`config.mk`:
```
export PLATFORM = sky130hd
export DESIGN_NAME = ultrasonic_ranger_mc
export DESIGN_NICKNAME = d
export VERILOG_FILES = /design/src/rtl/ranger_pkg.sv /design/src/rtl/ranger_sync2.sv /design/src/rtl/ultrasonic_ranger_mc.sv
export SDC_FILE = /design/constraint.sdc
export NUM_CORES = 1
export LEC_CHECK = 0
export ABC_CLOCK_PERIOD_IN_PS = 6700
export CELL_PAD_IN_SITES_DETAIL_PLACEMENT = 0
export CELL_PAD_IN_SITES_GLOBAL_PLACEMENT = 1
export CORE_UTILIZATION = 47
export CTS_CLUSTER_SIZE = 20
export DETAILED_ROUTE_END_ITERATION = 8
export PLACE_DENSITY = 0.89
export SYNTH_ARGS = -nofsm -noshare
export SYNTH_HDL_FRONTEND = slang
export SYNTH_SLANG_ARGS = --single-unit
```
`constraint.sdc`:
```
create_clock -name clk -period 6.7 [get_ports clk]
set_input_delay 2.01 -clock clk [delete_from_list [all_inputs] [get_ports clk]]
set_output_delay 2.01 -clock clk [all_outputs]
set_load 0.03 [all_outputs]
```
`src/rtl/ranger_pkg.sv`:
```
// Shared types, 100 MHz default timing and the bar thermometer encoder
// for the multi-channel ultrasonic ranger.
package ranger_pkg;

    typedef enum logic [2:0] {
        IDLE,
        TRIG,
        WAIT_RISE,
        MEASURE,
        HOLDOFF
    } state_t;

    localparam int DEF_N_CH      = 4;
    localparam int DEF_CNT_W     = 20;
    localparam int DEF_TRIG_CYC  = 1000;
    localparam int DEF_RISE_TO   = 100000;
    localparam int DEF_MAX_CYC   = 600000;
    localparam int DEF_GAP_CYC   = 6000000;
    localparam int DEF_BASE      = 6029;
    localparam int DEF_CRASH_CYC = 6029;

    // One extra lit segment for every bucket bound (base<<i) the count exceeds.
    function automatic logic [7:0] bar_encode(input logic [31:0] c, input logic [31:0] base);
        logic [7:0] b;
        b = 8'h01;
        for (int i = 0; i < 7; i++) begin
            if (c > (base << i)) begin
                b = {b[6:0], 1'b1};
            end
        end
        return b;
    endfunction

endpackage

```
`src/rtl/ranger_sync2.sv`:
```
// Two-flop synchronizer for the raw echo pins, reset to 0.
module ranger_sync2 #(
    parameter int W = 1
) (
    input  logic         clk,
    input  logic         rst_n,
    input  logic [W-1:0] d,
    output logic [W-1:0] q
);

    logic [W-1:0] meta_reg;
    logic [W-1:0] sync_reg;

    always_ff @(posedge clk or negedge rst_n) begin
        if (!rst_n) begin
            meta_reg <= '0;
            sync_reg <= '0;
        end else begin
            meta_reg <= d;
            sync_reg <= meta_reg;
        end
    end

    assign q = sync_reg;

endmodule

```
`src/rtl/ultrasonic_ranger_mc.sv`:
```
// Round-robin multi-sensor ultrasonic ranger: fires one sensor at a time,
// times its echo, reports results/timeouts and keeps a per-channel bar and crash flag.
module ultrasonic_ranger_mc
    import ranger_pkg::*;
#(
    parameter int N_CH      = DEF_N_CH,
    parameter int CNT_W     = DEF_CNT_W,
    parameter int TRIG_CYC  = DEF_TRIG_CYC,
    parameter int RISE_TO   = DEF_RISE_TO,
    parameter int MAX_CYC   = DEF_MAX_CYC,
    parameter int GAP_CYC   = DEF_GAP_CYC,
    parameter int BASE      = DEF_BASE,
    parameter int CRASH_CYC = DEF_CRASH_CYC,
    localparam int CH_W     = (N_CH > 1) ? $clog2(N_CH) : 1
) (
    input  logic              clk,
    input  logic              rst_n,
    input  logic              enable,
    input  logic [N_CH-1:0]   echo,
    output logic [N_CH-1:0]   trigger,
    output logic              dist_valid,
    output logic [CH_W-1:0]   dist_ch,
    output logic [CNT_W-1:0]  dist_cnt,
    output logic              dist_err,
    output logic [8*N_CH-1:0] bar,
    output logic [N_CH-1:0]   crash
);

    localparam int T01  = (TRIG_CYC > RISE_TO) ? TRIG_CYC : RISE_TO;
    localparam int T23  = (MAX_CYC > GAP_CYC) ? MAX_CYC : GAP_CYC;
    localparam int TMAX = (T01 > T23) ? T01 : T23;
    localparam int TW   = $clog2(TMAX + 1);

    state_t            state_reg, state_next;
    logic [TW-1:0]     timer_reg, timer_next;
    logic [CNT_W-1:0]  count_reg, count_next;
    logic [CH_W-1:0]   ch_reg, ch_next;
    logic              stuck_reg, stuck_next;
    logic [N_CH-1:0]   trigger_reg, trigger_next;
    logic              dist_valid_reg;
    logic [CH_W-1:0]   dist_ch_reg;
    logic [CNT_W-1:0]  dist_cnt_reg;
    logic              dist_err_reg;

    logic [N_CH-1:0]   echo_s;
    logic [N_CH-1:0]   ch_sel;
    logic              echo_cur;
    logic              rep_valid;
    logic              rep_err;

    ranger_sync2 #(.W(N_CH)) u_sync (
        .clk   (clk),
        .rst_n (rst_n),
        .d     (echo),
        .q     (echo_s)
    );

    assign echo_cur = |(echo_s & ch_sel);

    always_comb begin
        state_next = state_reg;
        timer_next = timer_reg + 1'b1;
        count_next = count_reg;
        ch_next    = ch_reg;
        stuck_next = stuck_reg;
        rep_valid  = 1'b0;
        rep_err    = 1'b0;
        case (state_reg)
            IDLE: begin
                timer_next = '0;
                if (enable) begin
                    state_next = TRIG;
                end
            end
            TRIG: begin
                // Echo already high as the trigger starts: sensor stuck, report now.
                if (timer_reg == '0) begin
                    stuck_next = echo_cur;
                    rep_valid  = echo_cur;
                    rep_err    = echo_cur;
                end
                if (timer_reg == TW'(TRIG_CYC - 1)) begin
                    timer_next = '0;
                    state_next = stuck_next ? HOLDOFF : WAIT_RISE;
                end
            end
            WAIT_RISE: begin
                if (echo_cur) begin
                    state_next = MEASURE;
                    count_next = CNT_W'(1);
                    timer_next = '0;
                end else if (timer_reg == TW'(RISE_TO)) begin
                    rep_valid  = 1'b1;
                    rep_err    = 1'b1;
                    state_next = HOLDOFF;
                    timer_next = '0;
                end
            end
            MEASURE: begin
                timer_next = '0;
                if (echo_cur) begin
                    if (count_reg == CNT_W'(MAX_CYC - 1)) begin
                        rep_valid  = 1'b1;
                        rep_err    = 1'b1;
                        state_next = HOLDOFF;
                    end else begin
                        count_next = count_reg + 1'b1;
                    end
                end else begin
                    rep_valid  = 1'b1;
                    state_next = HOLDOFF;
                end
            end
            HOLDOFF: begin
                if (timer_reg == TW'(GAP_CYC - 1)) begin
                    timer_next = '0;
                    ch_next    = (ch_reg == CH_W'(N_CH - 1)) ? '0 : ch_reg + 1'b1;
                    state_next = enable ? TRIG : IDLE;
                end
            end
            default: begin
                state_next = IDLE;
                timer_next = '0;
            end
        endcase
    end

    always_ff @(posedge clk or negedge rst_n) begin
        if (!rst_n) begin
            state_reg      <= IDLE;
            timer_reg      <= '0;
            count_reg      <= '0;
            ch_reg         <= '0;
            stuck_reg      <= 1'b0;
            trigger_reg    <= '0;
            dist_valid_reg <= 1'b0;
            dist_ch_reg    <= '0;
            dist_cnt_reg   <= '0;
            dist_err_reg   <= 1'b0;
        end else begin
            state_reg      <= state_next;
            timer_reg      <= timer_next;
            count_reg      <= count_next;
            ch_reg         <= ch_next;
            stuck_reg      <= stuck_next;
            trigger_reg    <= trigger_next;
            dist_valid_reg <= rep_valid;
            if (rep_valid) begin
                dist_ch_reg  <= ch_reg;
                dist_cnt_reg <= rep_err ? '1 : count_reg;
                dist_err_reg <= rep_err;
            end
        end
    end

    genvar gi;
    generate
        for (gi = 0; gi < N_CH; gi++) begin : g_ch
            logic [7:0] bar_reg;
            logic       crash_reg;

            assign ch_sel[gi]       = (ch_reg == CH_W'(gi));
            assign trigger_next[gi] = (state_next == TRIG) && (ch_next == CH_W'(gi));

            // Errors leave the last good reading on display.
            always_ff @(posedge clk or negedge rst_n) begin
                if (!rst_n) begin
                    bar_reg   <= '0;
                    crash_reg <= 1'b0;
                end else if (rep_valid && !rep_err && ch_sel[gi]) begin
                    bar_reg   <= bar_encode(32'(count_reg), 32'(BASE));
                    crash_reg <= (count_reg <= CNT_W'(CRASH_CYC));
                end
            end

            assign bar[8*gi +: 8] = bar_reg;
            assign crash[gi]      = crash_reg;
        end
    endgenerate

    assign trigger    = trigger_reg;
    assign dist_valid = dist_valid_reg;
    assign dist_ch    = dist_ch_reg;
    assign dist_cnt   = dist_cnt_reg;
    assign dist_err   = dist_err_reg;

endmodule

```
Yosys cells after proc, flatten, opt, wreduce, memory -nomap -nowiden
Cells that the tools add are included.
{"block": "word_totals", "output_inout_bits": 64, "elab_cells": 107, "ff_bits": 121}
{"block": "op_classes", "order_cmp": 8, "bitwise_logic": 1, "n_reduce_logical": 17, "n_addsub": 3, "n_eq_ne": 18, "mux": 40}
{"operator": "2-to-1 mux 23 bit", "n": 4}
{"operator": "2-to-1 mux 20 bit", "n": 4}
{"operator": "one-hot mux 23 bit (3 select lines)", "n": 1}
{"operator": "2-to-1 mux 8 bit", "n": 6}
{"operator": "one-hot mux 20 bit (2 select lines)", "n": 1}
{"operator": "2-to-1 mux 3 bit", "n": 8}
{"operator": "adder 23 x 1 -> 23 bit (second input constant)", "n": 1}
{"operator": "equality test 23 x 10 -> 1 bit (second input constant)", "n": 1}
{"operator": "equality test 23 x 17 -> 1 bit (second input constant)", "n": 1}
{"operator": "equality test 23 bit (second input constant)", "n": 1}
{"operator": "logical NOT 23 bit", "n": 1}
{"operator": "adder 20 x 1 -> 20 bit (second input constant)", "n": 1}
{"operator": "equality test 20 bit (second input constant)", "n": 1}
{"operator": "greater-than comparator 20 x 13 -> 1 bit (second input constant)", "n": 1}
{"operator": "greater-than comparator 20 x 14 -> 1 bit (second input constant)", "n": 1}
{"operator": "greater-than comparator 20 x 15 -> 1 bit (second input constant)", "n": 1}
{"operator": "greater-than comparator 20 x 16 -> 1 bit (second input constant)", "n": 1}
{"operator": "greater-than comparator 20 x 17 -> 1 bit (second input constant)", "n": 1}
{"operator": "greater-than comparator 20 x 18 -> 1 bit (second input constant)", "n": 1}
{"operator": "greater-than comparator 20 x 19 -> 1 bit (second input constant)", "n": 1}
{"operator": "less-or-equal comparator 20 x 13 -> 1 bit (second input constant)", "n": 1}
{"operator": "one-hot mux 3 bit (5 select lines)", "n": 1}
{"operator": "logical AND 1 bit", "n": 9}
{"operator": "2-to-1 mux 1 bit", "n": 9}
{"operator": "other kinds (16)", "n": 29}

Depth between registers and ports, before layout
Gate-level depths: netlist of the first run.
{"block": "logic_depth", "word_depth": 10, "mapped_depth": 9, "mapped_depth_nobuf": 7}

Modules after synthesis
Synthesis of the first run repeated with hierarchy kept, for this count alone.
{"block": "unflattened", "hier_cells": 561, "hier_area_um2": 5701.7}
{"module": "ultrasonic_ranger_mc", "instances": 1, "cells_per_inst": 553, "area_per_inst_um2": 5501.5}
{"module": "ranger_sync2", "instances": 1, "cells_per_inst": 8, "area_per_inst_um2": 200.2}

Worst setup path before layout of the first run
No wires, ideal clock.
{"block": "synth_path", "path_kind": "register -> output", "startpoint": "reg g_ch[0].crash_reg", "endpoint": "out crash[0]", "stages_incl_launch_ff": 2, "arrival_ns": 0.512, "required_time_ns": 4.690, "setup_slack_ns": 4.178, "path_cell_list": "dfrtp_1 > buf_4"}
{"item": "start: declaration", "line": "ultrasonic_ranger_mc.sv:160", "source": "logic crash_reg;"}
{"item": "start signal: assignment", "line": "ultrasonic_ranger_mc.sv:172", "source": "crash_reg <= (count_reg <= CNT_W'(CRASH_CYC));"}
{"item": "end: declaration", "line": "ultrasonic_ranger_mc.sv:26", "source": "output logic [N_CH-1:0] crash"}
No word-level cell between the ends.

Worst setup path in the final report of the first run
{"block": "layout_path", "startpoint": "reg dist_cnt_reg[18] (netlist: dist_cnt[18])", "endpoint": "out dist_cnt[18]"}
{"item": "start: declaration", "line": "ultrasonic_ranger_mc.sv:42", "source": "logic [CNT_W-1:0] dist_cnt_reg;"}
{"item": "start signal: assignment", "line": "ultrasonic_ranger_mc.sv:150", "source": "dist_cnt_reg <= rep_err ? '1 : count_reg;"}
{"item": "end: declaration", "line": "ultrasonic_ranger_mc.sv:23", "source": "output logic [CNT_W-1:0] dist_cnt,"}
No word-level cell between the ends.

==> metrics.md, run 1 <==
| Metric | Value |
|---|---|
| Critical-path cell list | `clkdlybuf4s50_1` |
| Chip height | `115.3 um` |
| Fillers | `1073` |
| Chip Width | `115.3 um` |
| FP Rows | `41` |
| Critical Path AT | `1470 ps` |
| Leak pwr | `0.003216 uW` |
| Clk sinks | `121` |
| Wire per inst | `17.21 um` |
| Worst reg2reg path depth | `6` |
| Final Hold Viols | `0` |
| WP data required | `between 4000 and 5000 ps` |
| Final cycle utilization of the critical path | `0.5200` |
| Least-Margin Pin Slew | `1143 ps` |
| Worst R2R Start | `timer_reg[17]$_DFF_PN0_` |
| Cell area after layout | `between 0.007 and 0.008 mm2` |
| Vias in the first global route | `4786` |
| Vias | `4770` |
| Post-synthesis simple-gate area fraction | `0.2311` |
| Vias per cell | `5.754` |
| Worst-Skew Late Latency | `420 ps` |
| Main flop type after synthesis | `dfrtp_1` |
| Drt drc | `0` |
| Core area | `0.01257 mm2` |
| CP Capture Type | `output pin` |
| Area leader, netlist | `dfrtp_1` |
| Pwr dens | `~220 mW/mm2` |
| Yosys reg bits | `between 100 and 150` |
| Most common cell in the netlist | `dfrtp_1` |
| Reg clk slew, reported paths | `roughly 50 ps` |
| Die Footprint | `0.01330 mm2` |
| Largest net degree at the start of global routing | `63` |
| Setup crit start kind | `flop` |
| Port bufs | `70` |
| Number of I/O pins | `71` |
| Global-route wire length before repair | `23520 um` |
| Post-Synth XOR/XNOR Area | `0.03627` |
| CTS tree | `done` |
| Largest family of logic cells by synthesized area | `simple AND/OR/NAND/NOR gates` |
| Post-synth EDFFs | `0` |
| Fin. max-slew vios | `0` |
| TritonRoute pass-1 iters | `5` |
| Placed inst area | `just under 0.007 mm2` |
| Worst reg-to-reg setup slack | `3560 ps` |
| Avg Synthesized Cell Area | `10.23 um2` |
| TritonCTS Buffers | `17` |
| Worst Path Buf+Inv | `1` |
| Crit Path Max Fanout | `2` |
| Slowest cell on the critical path | `clkdlybuf4s50_1` |
| CP startpoint | `dist_cnt[18]$_DFFE_PN0N_` |
| Detailed Route WL | `14260 um` |
| Max FFs per register | `32` |
| Mapped Nets | `608` |
| Status | `completed` |
| Seq/Total Area, Yosys | `0.5016` |
| # H-tree levels | `4` |
| Post-Synth Adder-Cell Area | `0.02280` |
| Cells after synthesis | `590` |
| Mux cell area share after synthesis | `0.04269` |
| Placed cell count | `797` |
| GRT Util Overall | `0.2277` |
| CTS Hold Bufs | `0` |
| GRT overflow | `0` |
| Critical Path Stages | `1` |
| Setup violators final | `0` |
| Starting density of the core | `0.4803` |
| Area of the multi-input gates | `0.002784 mm2` |
| Setup crit end | `dist_cnt[18]` |
| Hold WS | `349.3 ps` |
| Antenna violations before repair | `0` |
| Post-synth top area share | `0.5016` |
| CTS root buffer | `clkbuf_16` |
| Register Area | `0.003028 mm2` |
| Longest Clk Path Bufs | `2` |
| Final #Nets | `662` |
| Final worst path period need | `3484 ps` |
| Final Non-Filler Cells | `829` |
| Reg2reg end | `dist_ch[1]$_DFFE_PN0N_` |
| Final antenna diode count | `0` |
| Synthesis-to-layout area growth | `22.22%` |
| Max VDD drop | `0.1938 mV` |
| Post-synth top cells | `dfrtp_1 (121), nand2_1 (42), nor2_1 (40), clkbuf_1 (30), a21oi_1 (26)` |
| Compound-Gate Fraction of Synth Area | `0.1254` |
| Layout cells sized above 1 | `0.1370` |
| Max-Cap Viols | `0` |
| Post-DP HPWL | `9866 um` |
| Synth cell types | `62` |
| Delay of the slowest critical-path stage | `700 ps` |
| CTS resizes | `0` |
| Crit path kind | `reg2out` |
| Iteration-0 DRC Markers | `259` |
| Total setup buffers inserted after CTS | `0` |
| Top post-synthesis cells by area | `dfrtp_1 (50%), mux2_2 (2.6%), nand2_1 (2.6%), xor2_1 (2.6%), nor2_1 (2.5%)` |
| Antenna viol nets, final | `0` |
| Delay-heaviest family, CP | `buffers and inverters` |
| Routability congestion estimate | `around 0.90` |
| Setup TNS | `0 ps` |
| Worst min-delay path class | `reg2reg` |
| Synthesized area | `0.006037 mm2` |
| Slew margin rel. | `0.2318` |
| Util after Layout | `0.5871` |
| Async set-reset flop share out of synthesis | `1.000` |
| Achievable frequency | `0.2870 GHz` |
| Synth warnings | `0` |
| Worst Skew | `around 11 ps` |
| RSZ-0062 raised after global routing | `false` |
worst min-delay path by stage:
stage	start	end	slack, ps	cells past startpoint
2_1_floorplan	u_sync.meta_reg[0]$_DFF_PN0_	u_sync.q[0]$_DFF_PN0_	330	0
3_3_place_gp	u_sync.meta_reg[3]$_DFF_PN0_	u_sync.q[3]$_DFF_PN0_	340	0
3_5_place_dp	u_sync.meta_reg[0]$_DFF_PN0_	u_sync.q[0]$_DFF_PN0_	330	0
4_1_cts	u_sync.meta_reg[0]$_DFF_PN0_	u_sync.q[0]$_DFF_PN0_	350	0
5_1_grt	u_sync.meta_reg[3]$_DFF_PN0_	u_sync.q[3]$_DFF_PN0_	360	0
6_report	u_sync.meta_reg[0]$_DFF_PN0_	u_sync.q[0]$_DFF_PN0_	350	0
per-layer routing:
layer	part of all wire	wire length (um)	track usage
met1	0.44	6319	0.2923
met2	0.50	7080	0.3693
met3	0.041	580	0.05535
met4	0.020	282	0.09264
met5	0	0	0
cells by family (layout without fill, tap and decap cells):
kind of cell | count (synthesis) | after routing
adder cells (fa/ha/maj) | 11 | 11
flip-flops | 121 | 121
AO/OA/AOI/OAI | 106 | 106
multiplexers | 24 | 24
buffers and inverters | 54 | 121
AND/OR/NAND/NOR | 249 | 249
XOR/XNOR | 25 | 25
report_power, final:
part / switching [uW] / internal [uW]
sequential: 1.04 / 734
clock: 339 / 520
combinational: 14.5 / 3.79
final cells by class:
class | instances | area share
Clock buffer | 18 | 0.05952
Clock inverter | 14 | 0.01679
Inverter | 14 | 0.007122
Multi-Input combinational cell | 415 | 0.3773
Sequential cell | 121 | 0.4104
Tap cell | 172 | 0.02917
Timing Repair Buffer | 75 | 0.09971
through the flow:
step / total power (uW) / setup WS [ps]
2_1_floorplan: 748.5 / 4178
3_3_place_gp: 766.5 / 3324
3_5_place_dp: 767.2 / 3272
4_1_cts: 1630 / 3188
5_1_grt: 1663 / 3168
6_report: 1612 / 3216
layout by cell type, fill, tap and decap left out, types with 9 or more instances in the layout:
cell type	n
a21oi_1	26
and4_1	9
clkbuf_16	17
clkdlybuf4s50_1	69
dfrtp_1	121
ha_1	11
inv_1	14
mux2_2	14
mux2i_1	10
nand2_1	42
nand2b_1	9
nand3_1	23
nand4_1	20
nor2_1	40
nor2_2	20
nor3_1	20
nor4_1	9
o21ai_0	24
o22a_1	16
or3_1	13
xor2_1	18
No activity file was read; power rests on OpenSTA's default activity.
==> run 2: changes to the inputs <==
--- a/config.mk
+++ b/config.mk
@@ -5,13 +5,13 @@
 export SDC_FILE = /design/constraint.sdc
 export NUM_CORES = 1
 export LEC_CHECK = 0
-export ABC_CLOCK_PERIOD_IN_PS = 6700
+export ABC_CLOCK_PERIOD_IN_PS = 3650
 export CELL_PAD_IN_SITES_DETAIL_PLACEMENT = 0
 export CELL_PAD_IN_SITES_GLOBAL_PLACEMENT = 1
-export CORE_UTILIZATION = 47
+export CORE_UTILIZATION = 44
 export CTS_CLUSTER_SIZE = 20
 export DETAILED_ROUTE_END_ITERATION = 8
-export PLACE_DENSITY = 0.89
+export PLACE_DENSITY = 0.84
 export SYNTH_ARGS = -nofsm -noshare
 export SYNTH_HDL_FRONTEND = slang
 export SYNTH_SLANG_ARGS = --single-unit
==> constraint.sdc (replaced) <==
create_clock -name clk -period 3.65 [get_ports clk]
set_input_delay 1.095 -clock clk [delete_from_list [all_inputs] [get_ports clk]]
set_output_delay 1.095 -clock clk [all_outputs]
set_load 0.03 [all_outputs]
==> run 2 against run 1 <==
Effect of this change: first-iteration DRC count increased by 18%; clock skew decreased by 4.7 ps; clock power increased by 97%; non-clock buffer count increased by 1; highest routed layer unchanged.
==> metrics.md, run 2 (synthesis gave the netlist of run 1 again) <==
| Metric | Value |
|---|---|
| Vias per cell | `5.713 (-0.70%)` |
| Delay-heaviest family, CP | `simple AND/OR/NAND/NOR gates` |
| Port bufs | `70 (unchanged)` |
| Global-route wire length before repair | `24790 um (+5.4%)` |
| CTS Hold Bufs | `0 (unchanged)` |
| Longest Clk Path Bufs | `2 (unchanged)` |
| CP Capture Type | `flop` |
| RSZ-0062 raised after global routing | `false` |
| Setup crit start kind | `flop` |
| Antenna viol nets, final | `0 (unchanged)` |
| Post-DP HPWL | `10170 um (+3.1%)` |
| Achievable frequency | `0.3674 GHz` |
| CTS tree | `done` |
| Util after Layout | `0.5598 (-0.02730)` |
| Drt drc | `0 (unchanged)` |
| Die Footprint | `0.01419 mm2 (+6.7%)` |
| Slew margin rel. | `0.3766 (+0.1448)` |
| CTS root buffer | `clkbuf_16` |
| Fin. max-slew vios | `0 (unchanged)` |
| TritonCTS Buffers | `17 (unchanged)` |
| TritonRoute pass-1 iters | `5 (unchanged)` |
| Commonest non-fill, non-tap cell in the layout | `dfrtp_1` |
| Worst Skew | `6.151 ps (-4.672 ps)` |
| Final #Nets | `663 (+0.15%)` |
| Total setup buffers inserted after CTS | `0 (unchanged)` |
| Max-Cap Viols | `0 (unchanged)` |
| Vias in the first global route | `4794 (+0.17%)` |
| Layout cells sized above 1 | `0.1383 (+0.001312)` |
| Vias | `4765 (-0.10%)` |
| FP Rows | `42 (+2.4%)` |
| Number of I/O pins | `71 (unchanged)` |
| Core area | `0.01330 mm2 (+5.8%)` |
| Antenna violations before repair | `0 (unchanged)` |
| Worst Path Buf+Inv | `1 (unchanged)` |
| Routability congestion estimate | `0.9370 (+3.9%)` |
| WP data required | `3940 ps (-750 ps)` |
| Crit path kind | `reg2reg` |
| Chip height | `119.1 um (+3.3%)` |
| Setup violators final | `0 (unchanged)` |
| Starting density of the core | `0.4541 (-0.02626)` |
| Area of the multi-input gates | `0.002784 mm2 (unchanged)` |
| CTS resizes | `0 (unchanged)` |
| Worst min-delay path class | `reg2reg` |
| Chip Width | `119.1 um (+3.3%)` |
| Setup TNS | `0 ps (unchanged)` |
| Total Power | `3075 uW (+91%)` |
| Slowest cell on the critical path | `nor4_2` |
| Crit Path Max Fanout | `22 (+20)` |
| Worst-Skew Late Latency | `420 ps (about the same)` |
| Final antenna diode count | `0 (unchanged)` |
| GRT overflow | `0 (unchanged)` |
| Final cycle utilization of the critical path | `0.7457` |
| Iteration-0 DRC Markers | `306 (+18%)` |
| Clk sinks | `121 (unchanged)` |
| Final Hold Viols | `0 (unchanged)` |
| Pwr dens | `413.2 mW/mm2 (+89%)` |
| Register Area | `0.003028 mm2 (unchanged)` |
| Wire per inst | `17.54 um (+1.9%)` |
| Met2 WL post-DR | `7152 um (+1.0%)` |
| Fillers | `1148 (+7.0%)` |
| Most frequent cells in the layout | `dfrtp_1 (121), clkdlybuf4s50_1 (69), nand2_1 (42), nor2_1 (40), a21oi_1 (26)` |
| Largest net degree at the start of global routing | `63 (unchanged)` |
| Synthesis-to-layout area growth | `23.27%` |
| Status | `completed` |
| M1 wire length | `6529 um (+3.3%)` |
| Uppermost layer routed | `met4` |
| Max FFs per register | `32 (unchanged)` |
| Met3 WL | `603 um (+4.0%)` |
| Least-Margin Pin Slew | `931.7 ps (-211.1 ps)` |
| Final worst path period need | `2722 ps` |
| GRT Util Overall | `0.2249 (-0.002865)` |
| Leak pwr | `0.003222 uW (+0.20%)` |
| Critical Path AT | `3010 ps (+1540 ps)` |
| Detailed Route WL | `14630 um (+2.6%)` |
| # H-tree levels | `4 (unchanged)` |
| Delay of the slowest critical-path stage | `590 ps (-110 ps)` |
| Max VDD drop | `0.3646 mV (+88%)` |
| Critical-path cell list | `or4_4 > nor4_2 > nand3_2 > a221oi_4 > buf_4 > nor3_1` |
| Reg clk slew, reported paths | `50 ps (about the same)` |
==> run 2: changes by cell type in the layout (fill, tap and decap cells not counted), sizes merged <==
cell | before | now
buf | 6 | 7
inv | 16 | 15
clkinvlp | 1 | 6
bufinv | 1 | 3
clkinv | 10 | 5
clkbuf | 18 | 17
==> run 2: area by class of cell <==
cell class | count | share of cell area
Timing Repair Buffer | 76 | 0.1015
Clock buffer | 17 | 0.05716
Inverter | 14 | 0.007061
Sequential cell | 121 | 0.4069
Tap cell | 176 | 0.02959
Multi-Input combinational cell | 415 | 0.3741
Clock inverter | 15 | 0.02371
==> run 2: final timing paths <==
path | endpoint | cells after the start | slack (ps) | from
setup / recovery | timer_reg[13]$_DFF_PN0_ | 6 | 930 | timer_reg[17]$_DFF_PN0_
hold / removal | u_sync.q[3]$_DFF_PN0_ | 0 | 350 | u_sync.meta_reg[3]$_DFF_PN0_
setup reg to reg | timer_reg[13]$_DFF_PN0_ | 6 | 930 | timer_reg[17]$_DFF_PN0_
hold reg to reg | u_sync.q[3]$_DFF_PN0_ | 0 | 350 | u_sync.meta_reg[3]$_DFF_PN0_
max in group asynchronous | ch_reg[0]$_DFF_PN0_ | 2 | 2280 | rst_n
min in group asynchronous | dist_cnt[7]$_DFFE_PN0N_ | 1 | 610 | rst_n
==> run 2: routing by layer <==
layer,up-vias,global-route usage
met5,-,0
met4,0,0.09889
met3,28,0.05029
met2,119,0.3554
met1,2368,0.2956
li1,2250,-
==> run 2: power breakdown <==
part	internal, uW	leakage, uW	switching (uW)	total (uW)
sequential	1350	0.00165	1.87	1350
clock	1070	0.000277	619	1690
combinational	9.23	0.00130	28.3	37.6
total	2430	0.00322	649	3080
==> run 2: per-stage QoR <==
| stage | setup slack, ps | cells | hold WS, ps | cell area (um2) |
|---|---|---|---|---|
| after floorplan | 1302 | 590 | 331.2 | 6037 |
| after global placement | 1099 | 802 | 335.0 | 6840 |
| after detailed placement | 982.9 | 802 | 334.7 | 6840 |
| after CTS | 972.7 | 834 | 347.6 | 7442 |
| after global routing | 799.2 | 834 | 349.4 | 7442 |
| final | 928.2 | 834 | 346.6 | 7442 |
